**src/rtl/mem_arbiter_if.sv**
```systemverilog
// mem_arbiter_if
//   Bundles every handshake and bus signal of the two-requester memory
//   arbiter: the instruction-fetch side, the data-access side, the shared
//   memory port, and the pipeline status outputs (stall, err).
//
//   modport slave  : the arbiter's view (takes requests, drives acks/mem_*)
//   modport master : the environment's view (requesters and memory)
interface mem_arbiter_if;
    // fetch side (read-only)
    logic        f_req;
    logic [31:0] f_addr;
    logic        f_ack;
    logic [31:0] f_rdata;
    // data side (read/write)
    logic        d_req;
    logic        d_we;
    logic [31:0] d_addr;
    logic [31:0] d_wdata;
    logic        d_ack;
    logic [31:0] d_rdata;
    // shared memory port
    logic        mem_req;
    logic        mem_we;
    logic [31:0] mem_addr;
    logic [31:0] mem_wdata;
    logic [31:0] mem_rdata;
    logic        mem_ack;
    // pipeline status
    logic        stall;
    logic        err;

    modport slave (
        input  f_req, f_addr, d_req, d_we, d_addr, d_wdata, mem_rdata, mem_ack,
        output f_ack, f_rdata, d_ack, d_rdata,
        output mem_req, mem_we, mem_addr, mem_wdata, stall, err
    );

    modport master (
        output f_req, f_addr, d_req, d_we, d_addr, d_wdata, mem_rdata, mem_ack,
        input  f_ack, f_rdata, d_ack, d_rdata,
        input  mem_req, mem_we, mem_addr, mem_wdata, stall, err
    );
endinterface

```
**src/rtl/mem_arbiter.sv**
```systemverilog
// mem_arbiter
//   Shares one variable-latency memory port between instruction fetch
//   (read-only) and data access (read/write). Data has priority; after
//   STARVE_LIMIT consecutive data grants with fetch waiting, fetch is
//   granted. A watchdog aborts a transaction after TIMEOUT cycles with no
//   mem_ack (0 disables it) and raises the sticky err flag.
//
//   Ports:
//     clk  : clock, rising edge
//     rst  : synchronous active-high reset
//     bus  : mem_arbiter_if.slave -- requester handshakes (f_*, d_*),
//            registered memory request (mem_*), stall and err
module mem_arbiter #(
    parameter int STARVE_LIMIT = 4,   // 1..15
    parameter int TIMEOUT      = 64   // 0..255, 0 = watchdog off
) (
    input  logic          clk,
    input  logic          rst,
    mem_arbiter_if.slave  bus
);

    typedef enum logic [1:0] {
        IDLE   = 2'd0,
        BUSY_F = 2'd1,
        BUSY_D = 2'd2
    } state_t;

    localparam logic [3:0] STARVE_MAX = 4'(STARVE_LIMIT);
    localparam logic [7:0] WD_LAST    = (TIMEOUT == 0) ? 8'd0 : 8'(TIMEOUT - 1);
    localparam bit         WD_EN      = (TIMEOUT != 0);

    state_t      state;
    state_t      state_nxt;
    logic [3:0]  starve_cnt;
    logic [7:0]  wd_cnt;

    logic        grant_f;
    logic        grant_d;
    logic        busy;
    logic        wd_expire;
    logic        done;

    logic        f_ack;
    logic        d_ack;
    logic [31:0] f_rdata;
    logic [31:0] d_rdata;

    logic        mem_req;
    logic        mem_we;
    logic [31:0] mem_addr;
    logic [31:0] mem_wdata;
    logic        err;

    assign busy = (state != IDLE);

    // A real mem_ack on the last watchdog cycle wins over the timeout.
    assign wd_expire = WD_EN && busy && (wd_cnt == WD_LAST) && !bus.mem_ack;
    assign done      = busy && (bus.mem_ack || wd_expire);

    // ---------------- state register ----------------
    always_ff @(posedge clk) begin
        if (rst) begin
            state <= IDLE;
        end else begin
            state <= state_nxt;
        end
    end

    // ---------------- next state / arbitration ----------------
    always_comb begin
        state_nxt = state;
        grant_f   = 1'b0;
        grant_d   = 1'b0;
        case (state)
            IDLE: begin
                // Data wins unless fetch has waited STARVE_LIMIT data grants.
                if (bus.d_req && !(bus.f_req && starve_cnt == STARVE_MAX)) begin
                    grant_d   = 1'b1;
                    state_nxt = BUSY_D;
                end else if (bus.f_req) begin
                    grant_f   = 1'b1;
                    state_nxt = BUSY_F;
                end
            end
            BUSY_F, BUSY_D: begin
                if (done) begin
                    state_nxt = IDLE;
                end
            end
            default: state_nxt = IDLE;
        endcase
    end

    // ---------------- outputs ----------------
    // Acks are combinational so the requester sees them in the mem_ack
    // cycle; a timed-out ack carries zero data.
    always_comb begin
        f_ack   = 1'b0;
        d_ack   = 1'b0;
        f_rdata = 32'd0;
        d_rdata = 32'd0;
        case (state)
            BUSY_F: begin
                f_ack = done;
                if (bus.mem_ack) begin
                    f_rdata = bus.mem_rdata;
                end
            end
            BUSY_D: begin
                d_ack = done;
                if (bus.mem_ack && !mem_we) begin
                    d_rdata = bus.mem_rdata;
                end
            end
            default: ;
        endcase
    end

    // Memory request registers: loaded on grant, frozen while busy.
    always_ff @(posedge clk) begin
        if (rst) begin
            mem_req   <= 1'b0;
            mem_we    <= 1'b0;
            mem_addr  <= 32'd0;
            mem_wdata <= 32'd0;
        end else if (grant_f) begin
            mem_req   <= 1'b1;
            mem_we    <= 1'b0;
            mem_addr  <= bus.f_addr;
            mem_wdata <= 32'd0;
        end else if (grant_d) begin
            mem_req   <= 1'b1;
            mem_we    <= bus.d_we;
            mem_addr  <= bus.d_addr;
            mem_wdata <= bus.d_wdata;
        end else if (done) begin
            mem_req   <= 1'b0;
            mem_we    <= 1'b0;
        end
    end

    // Starvation counter: counts data grants that overtook a waiting fetch.
    always_ff @(posedge clk) begin
        if (rst) begin
            starve_cnt <= 4'd0;
        end else if (grant_f) begin
            starve_cnt <= 4'd0;
        end else if (grant_d && bus.f_req && starve_cnt != STARVE_MAX) begin
            starve_cnt <= starve_cnt + 4'd1;
        end
    end

    // Watchdog: cycles spent busy without a memory response.
    always_ff @(posedge clk) begin
        if (rst) begin
            wd_cnt <= 8'd0;
        end else if (grant_f || grant_d) begin
            wd_cnt <= 8'd0;
        end else if (busy && !bus.mem_ack) begin
            wd_cnt <= wd_cnt + 8'd1;
        end
    end

    always_ff @(posedge clk) begin
        if (rst) begin
            err <= 1'b0;
        end else if (wd_expire) begin
            err <= 1'b1;
        end
    end

    assign bus.f_ack     = f_ack;
    assign bus.d_ack     = d_ack;
    assign bus.f_rdata   = f_rdata;
    assign bus.d_rdata   = d_rdata;
    assign bus.mem_req   = mem_req;
    assign bus.mem_we    = mem_we;
    assign bus.mem_addr  = mem_addr;
    assign bus.mem_wdata = mem_wdata;
    assign bus.err       = err;
    assign bus.stall     = (bus.f_req & ~f_ack) | (bus.d_req & ~d_ack);

endmodule

```
**src/flat_wrapper.sv**
```systemverilog
// flat-port wrapper written by rule: the top's interface ports become plain ports
module mem_arbiter_flat 
#(
    parameter int STARVE_LIMIT = 4,           
    parameter int TIMEOUT      = 64                              
)
  (clk, rst, bus_f_req, bus_f_addr, bus_d_req, bus_d_we, bus_d_addr, bus_d_wdata, bus_mem_rdata, bus_mem_ack, bus_f_ack, bus_f_rdata, bus_d_ack, bus_d_rdata, bus_mem_req, bus_mem_we, bus_mem_addr, bus_mem_wdata, bus_stall, bus_err);
  mem_arbiter_if bus_i ();
  input  logic clk;
  input  logic rst;
  input wire logic [$bits(bus_i.f_req)-1:0] bus_f_req;
  input wire logic [$bits(bus_i.f_addr)-1:0] bus_f_addr;
  input wire logic [$bits(bus_i.d_req)-1:0] bus_d_req;
  input wire logic [$bits(bus_i.d_we)-1:0] bus_d_we;
  input wire logic [$bits(bus_i.d_addr)-1:0] bus_d_addr;
  input wire logic [$bits(bus_i.d_wdata)-1:0] bus_d_wdata;
  input wire logic [$bits(bus_i.mem_rdata)-1:0] bus_mem_rdata;
  input wire logic [$bits(bus_i.mem_ack)-1:0] bus_mem_ack;
  output wire logic [$bits(bus_i.f_ack)-1:0] bus_f_ack;
  output wire logic [$bits(bus_i.f_rdata)-1:0] bus_f_rdata;
  output wire logic [$bits(bus_i.d_ack)-1:0] bus_d_ack;
  output wire logic [$bits(bus_i.d_rdata)-1:0] bus_d_rdata;
  output wire logic [$bits(bus_i.mem_req)-1:0] bus_mem_req;
  output wire logic [$bits(bus_i.mem_we)-1:0] bus_mem_we;
  output wire logic [$bits(bus_i.mem_addr)-1:0] bus_mem_addr;
  output wire logic [$bits(bus_i.mem_wdata)-1:0] bus_mem_wdata;
  output wire logic [$bits(bus_i.stall)-1:0] bus_stall;
  output wire logic [$bits(bus_i.err)-1:0] bus_err;
  assign bus_i.f_req = bus_f_req;
  assign bus_i.f_addr = bus_f_addr;
  assign bus_i.d_req = bus_d_req;
  assign bus_i.d_we = bus_d_we;
  assign bus_i.d_addr = bus_d_addr;
  assign bus_i.d_wdata = bus_d_wdata;
  assign bus_i.mem_rdata = bus_mem_rdata;
  assign bus_i.mem_ack = bus_mem_ack;
  assign bus_f_ack = bus_i.f_ack;
  assign bus_f_rdata = bus_i.f_rdata;
  assign bus_d_ack = bus_i.d_ack;
  assign bus_d_rdata = bus_i.d_rdata;
  assign bus_mem_req = bus_i.mem_req;
  assign bus_mem_we = bus_i.mem_we;
  assign bus_mem_addr = bus_i.mem_addr;
  assign bus_mem_wdata = bus_i.mem_wdata;
  assign bus_stall = bus_i.stall;
  assign bus_err = bus_i.err;
  mem_arbiter #(.STARVE_LIMIT(STARVE_LIMIT), .TIMEOUT(TIMEOUT)) u_core (.clk(clk), .rst(rst), .bus(bus_i));
endmodule
```
**config.mk**
```make
export PLATFORM = sky130hd
export DESIGN_NAME = mem_arbiter_flat
export DESIGN_NICKNAME = d
export VERILOG_FILES = /design/src/rtl/mem_arbiter_if.sv /design/src/rtl/mem_arbiter.sv /design/src/flat_wrapper.sv
export SDC_FILE = /design/constraint.sdc
export NUM_CORES = 1
export LEC_CHECK = 0
export ABC_AREA = 0
export CAP_MARGIN = 20
export CORE_MARGIN = 8
export CORE_UTILIZATION = 35
export DETAILED_ROUTE_END_ITERATION = 8
export PLACE_DENSITY = 0.82
export SYNTH_ARGS = -nofsm -noshare
export SYNTH_HDL_FRONTEND = slang
export SYNTH_SLANG_ARGS = --single-unit
```
**constraint.sdc**
```tcl
create_clock -name clk -period 2.3 [get_ports clk]
set_input_delay 0.46 -clock clk [delete_from_list [all_inputs] [get_ports clk]]
set_output_delay 0.46 -clock clk [all_outputs]
set_load 0.005 [all_outputs]
```
# Word level (Yosys, flattened, before mapping)
# Index checks and enable logic that the tools add are counted.
# word_totals
register_bits	81
out_inout_bits	134
# op_classes
eq_ne	7
bitwise_logic	5
n_addsub	2
n_reduce_logical	23
muxes	21
# ops
operator	n
two-way mux 32 bit	6
two-way mux 1 bit	11
logical AND 1 bit	9
adder 8 x 1 -> 8 bit (second input constant)	1
== test 8 x 6 -> 1 bit (second input constant)	1
two-way mux 2 bit	3
nonzero test 2 bit	3
OR reduction 2 bit	3
adder 4 x 1 -> 4 bit (second input constant)	1
== test 4 x 3 -> 1 bit (second input constant)	1
inequality test 4 x 3 -> 1 bit (second input constant)	1
one-hot mux 2 bit (2 select lines)	1
zero test 1 bit	3
inequality test 3 x 2 -> 1 bit (second input constant)	1
nonzero test 3 bit	1
AND 1 bit	2
== test 2 x 1 -> 1 bit (second input constant)	1
== test 2 bit (second input constant)	1
zero test 2 bit	1
logical OR 1 bit	2
inequality test 2 x 1 -> 1 bit (second input constant)	1
inverter 1 bit	2
AND reduction 2 bit	1
OR 1 bit	1

# Depth between registers and ports, before layout
# depth
word_depth	9
ltp_mapped	8
ltp_nobuf	6

# Least setup slack after synthesis
# OpenSTA, ideal clock, no wires.
# synth_path
kind	reg-to-output
startpoint	reg u_core.state[0]
endpoint	out bus_stall
setup_slack_ps	347
arrival_time_ps	1493
required_time_ps	1840
stages_incl_launch_ff	7
path_cell_list	dfxtp_1 inv_1 ha_1 buf_2 o41ai_2 and2_1 o22ai_1
# synth_between
elab_chain_len	9
word_cells_on_any_way	14
# synth_lines
item	line_no	rtl
start, declared	mem_arbiter.sv:32	state_t state;
start signal, assigned	mem_arbiter.sv:65	state <= state_nxt;
nonzero test 2 bit	mem_arbiter.sv:54	assign busy = (state != IDLE);
logical AND 1 bit (2 in a row)	mem_arbiter.sv:57	assign wd_expire = WD_EN && busy && (wd_cnt == WD_LAST) && !bus.mem_ack;
logical OR 1 bit	mem_arbiter.sv:58	assign done = busy && (bus.mem_ack || wd_expire);
logical AND 1 bit	mem_arbiter.sv:58	
two-way mux 1 bit (*)	mem_arbiter.sv:102	case (state)
named net bus_d_ack	flat_wrapper.sv:21	output wire logic [$bits(bus_i.d_ack)-1:0] bus_d_ack;
inverter 1 bit (*)	mem_arbiter.sv:181	assign bus.stall = (bus.f_req & ~f_ack) | (bus.d_req & ~d_ack);
AND 1 bit (*)	mem_arbiter.sv:181	
OR 1 bit (*)	mem_arbiter.sv:181	
end, declared	flat_wrapper.sv:27	output wire logic [$bits(bus_i.stall)-1:0] bus_stall;
# Mark *: on every way through the listed nets, which the timed path passes. The rest lies on a longest branch.

# Worst setup path in the final report
# layout_path
startpoint	reg u_core.state[0]
endpoint	out bus_f_rdata[26]
# layout_between
elab_chain_len	2
# layout_lines
item	line_no	rtl
== test 2 x 1 -> 1 bit	mem_arbiter.sv:102	
two-way mux 32 bit	mem_arbiter.sv:102	
end, declared	flat_wrapper.sv:20	output wire logic [$bits(bus_i.f_rdata)-1:0] bus_f_rdata;
# Every way passes these cells.

==> out/qor.csv <==
stage,metric,value,unit
status,status,"finished, final reports clean",
global_routing,gr-total-overflow,0,
cts,tritoncts,built,
final_layout,layout-drive-gt1-share,10.4,%
sta,setup_viol,0,
place,io_buffers,267,
worst_setup_path,crit_type,reg -> out,
sta,slew_viol_final,0,
yosys,synth_compound_area_share,16.3,%
cts,cts-root-buf,clkbuf_8,
sta,slew_headroom,43.2,%
worst_setup_path,slowest_stage,clkdlybuf4s50_1,
floorplanning,rows,37,
yosys,synthSimpleGateAreaFrac,30.1,%
worst_setup_path,start_kind,flop,
global_routing,grt_max_degree,35,
yosys,synth_xor_area_share,1.64,%
place,place_area,6600,um^2
yosys,synth_area,3740,um^2
final_layout,ff_latch_area,1630,um^2
worst_setup_path,max_stage_delay,0.54,ns
worst_setup_path,crit_path_end_kind,primary output,
sta,period_share,100,%
final_layout,final_area,6960,um^2
cts,clk_latency,0.35,ns
yosys,synth_top_family_by_area,simple AND/OR/NAND/NOR gates,
worst_setup_path,critPathTopFamily,buffers and inverters,
yosys,syn-num-nets,567,
cts,htree_levels,3,
power_and_ir_drop,ir_worst_vdd,0.000301,V
sta,finalCriticalPeriod,2.30,ns
floorplanning,fp.coreArea,10400,um^2
place,hpwl,11700,um
worst_setup_path,cp.required,1.84,ns
yosys,yosys.area_share.adder,2.01,%
global_routing,grt_pass1_vias,4419,
global_routing,track_usage,20.4,%
route,wire_per_inst,18.3,um
sta,max_slew.worst_pin.slew,0.849,ns
worst_setup_path,critPathLaunch,u_core.state[0],
final_layout,fin_util,67.1,%
sta,finClkSkew,0.0143,ns
min_path,min_path_type,reg -> reg,
yosys,postSynthCellCount,427,
route,dr.pass1.iters,4,
cts,clkSinkCount,81,
sta,fmax,435,MHz
sta,report.final.hold_viol_count,0,
yosys,synthDistinctLibCells,40,
yosys,muxShareOfSynthArea,0.535,%
yosys,ys.flop_type,dfxtp_1,
yosys,ys_seq_elements,81,
route,routed_wl,15500,um
cts,hold_buffers,0,
route,vias,4204,
route,ant_nets,0,
route,initialDrtViolationCount,238,
power_and_ir_drop,p_leak,3.35,nW
route,drc,0,
worst_setup_path,cp_num_buf_inv,3,
floorplanning,io_pins,268,
global_routing,antenna_found_initial,1,
power_and_ir_drop,power.total,4.14,mW
final_layout,area_growth,86.0,%
floorplanning,die_x,119,um
route,avgViaCountPerCell,4.96,
floorplanning,start_util,36.1,%
worst_setup_path,cp_cell_sequence,buf_4 -> ha_4 -> buf_12 -> and3_1 -> clkdlybuf4s50_1,
min_path,hold_path.startpoint,u_core.bus.mem_wdata[10],
floorplanning,dieArea,14300,um^2
worst_setup_path,arrival,1.84,ns
final_layout,final_net_count,846,
global_routing,grt_pass1_wl,23500,um
final_layout,multi_input_area,1950,um^2
power_and_ir_drop,p_per_area,594,nW/um^2
yosys,ys_warn_count,0,
floorplanning,die_h,119,um
cts,path_clk_slew,0.09,ns
final_layout,nFillCells,841,
yosys,async_reset_ff_share,0,%
worst_setup_path,cp_max_fo,16,
job,max_cap_violations,0,
cts,cts_buffers,9,
worst_setup_path,reg2reg_from,u_core.state[1],
yosys,synth_edf_count,0,
yosys,ys_seq_area_share,43.3,%
sta,rsz0062_at_grt,yes,
cts,clk_path_buf_depth,2,
place,gp_congestion,0.780,
yosys,postSynthAreaPerCell,8.77,um^2
cells in the mapped netlist, types with 3 or more instances:
library cell / instances / area, um^2
dfxtp_1: 81 / 1620
nand2_1: 71 / 267
a21oi_1: 38 / 190
and2_1: 37 / 231
and3_1: 34 / 213
a221o_1: 32 / 320
and2_0: 30 / 188
nor2_1: 14 / 52.6
buf_2: 12 / 60.1
clkbuf_1: 11 / 41.3
buf_6: 9 / 101
ha_1: 6 / 75.1
inv_1: 6 / 22.5
nand4_1: 5 / 31.3
nor3_1: 4 / 20.0
xor2_1: 4 / 35.0
nand2b_1: 3 / 18.8
o21ai_0: 3 / 15.0
xnor2_1: 3 / 26.3
cell type report:
cell class                 count  share of cell area (%)
timing repair buffer         300                    42.9
multi-input combinational    307                    28.1
sequential                    81                    23.3
tap                          136                    2.44
clock buffer                  13                    2.28
clock inverter                 2                   0.539
inverter                       7                   0.377
antenna                        1                  0.0359
metal layers:
layer  wire (um)  global-route usage, %
met1        5920                   21.7
met2        8170                   36.7
met3        1110                   6.85
met4         330                   7.49
met5           0                      0
flip-flops by register name, indices dropped and copies added (netlist names):
| name | cells |
|---|---|
| u_core.bus.err | 1 |
| u_core.starve_cnt | 4 |
| u_core.bus.mem_we | 1 |
| u_core.bus.mem_wdata | 32 |
| u_core.bus.mem_addr | 32 |
| u_core.bus.mem_req | 1 |
| u_core.wd_cnt | 8 |
| u_core.state | 2 |
layout by cell type (no fill, tap or decap), types with 11 or more instances in the layout:
cell	n
clkdlybuf4s50_1	200
dfxtp_1	78
nand2_1	70
a21oi_1	38
and2_1	37
dlygate4sd2_1	35
and3_1	34
a221o_1	32
and2_0	30
buf_4	24
dlymetal6s2s_1	22
nor2_1	13
clkbuf_8	11
final timing paths:
path | end | slack, ns | cells after the start
worst max-delay path | bus_f_rdata[26] | 0.001 | 5
worst min-delay path | u_core.bus.mem_wdata[10] | 0.45 | 2
worst max register to register | u_core.bus.mem_addr[17] | 0.16 | 7
worst min register to register | u_core.bus.mem_wdata[10] | 0.45 | 2
timing repair:
item | 4_1_cts | 5_1_grt
setup buffers | 2 | 6
gates cloned | 3 | 0
setup endpoints to repair | 67 | 32
resized for setup | 65 | 43
pin swaps | 2 | 2
hold endpoints to repair | 0 | 0
power by group:
| group | internal [mW] | total [mW] | leakage [nW] | switching [mW] |
|---|---|---|---|---|
| Combinational | 0.836 | 1.43 | 2.59 | 0.595 |
| Sequential | 1.56 | 1.65 | 0.665 | 0.0830 |
| Clock | 0.557 | 1.06 | 0.0957 | 0.501 |
| Total | 2.96 | 4.14 | 3.35 | 1.18 |
worst register-to-register path: stages (launching register included):
cell,delay (ns)
dfxtp_2,0.33
inv_1,0.11
ha_2,0.24
buf_4,0.20
nand2_1,0.13
nor3_4,0.67
buf_8,0.25
a221o_1,0.17
through the flow:
step | setup slack, ns | hold slack [ns] | setup TNS [ns] | instances
4_1_cts | -0.174 | 0.456 | -1.37 | 841
3_5_place_dp | -0.253 | 0.447 | -10.46 | 821
3_3_place_gp | -0.213 | 0.442 | -13.61 | 820
6_report | 0.00106 | 0.454 | 0 | 847
2_1_floorplan | 0.347 | 0.453 | 0 | 427
5_1_grt | -0.0821 | 0.476 | -0.188 | 847
cell families after synthesis:
logic type | after synthesis
flops | 81
xor+xnor | 7
mux | 2
fa+ha+maj | 6
simple gates | 211
compound gates | 81
buf+inv | 39
Power figures use the tool's default switching activity.
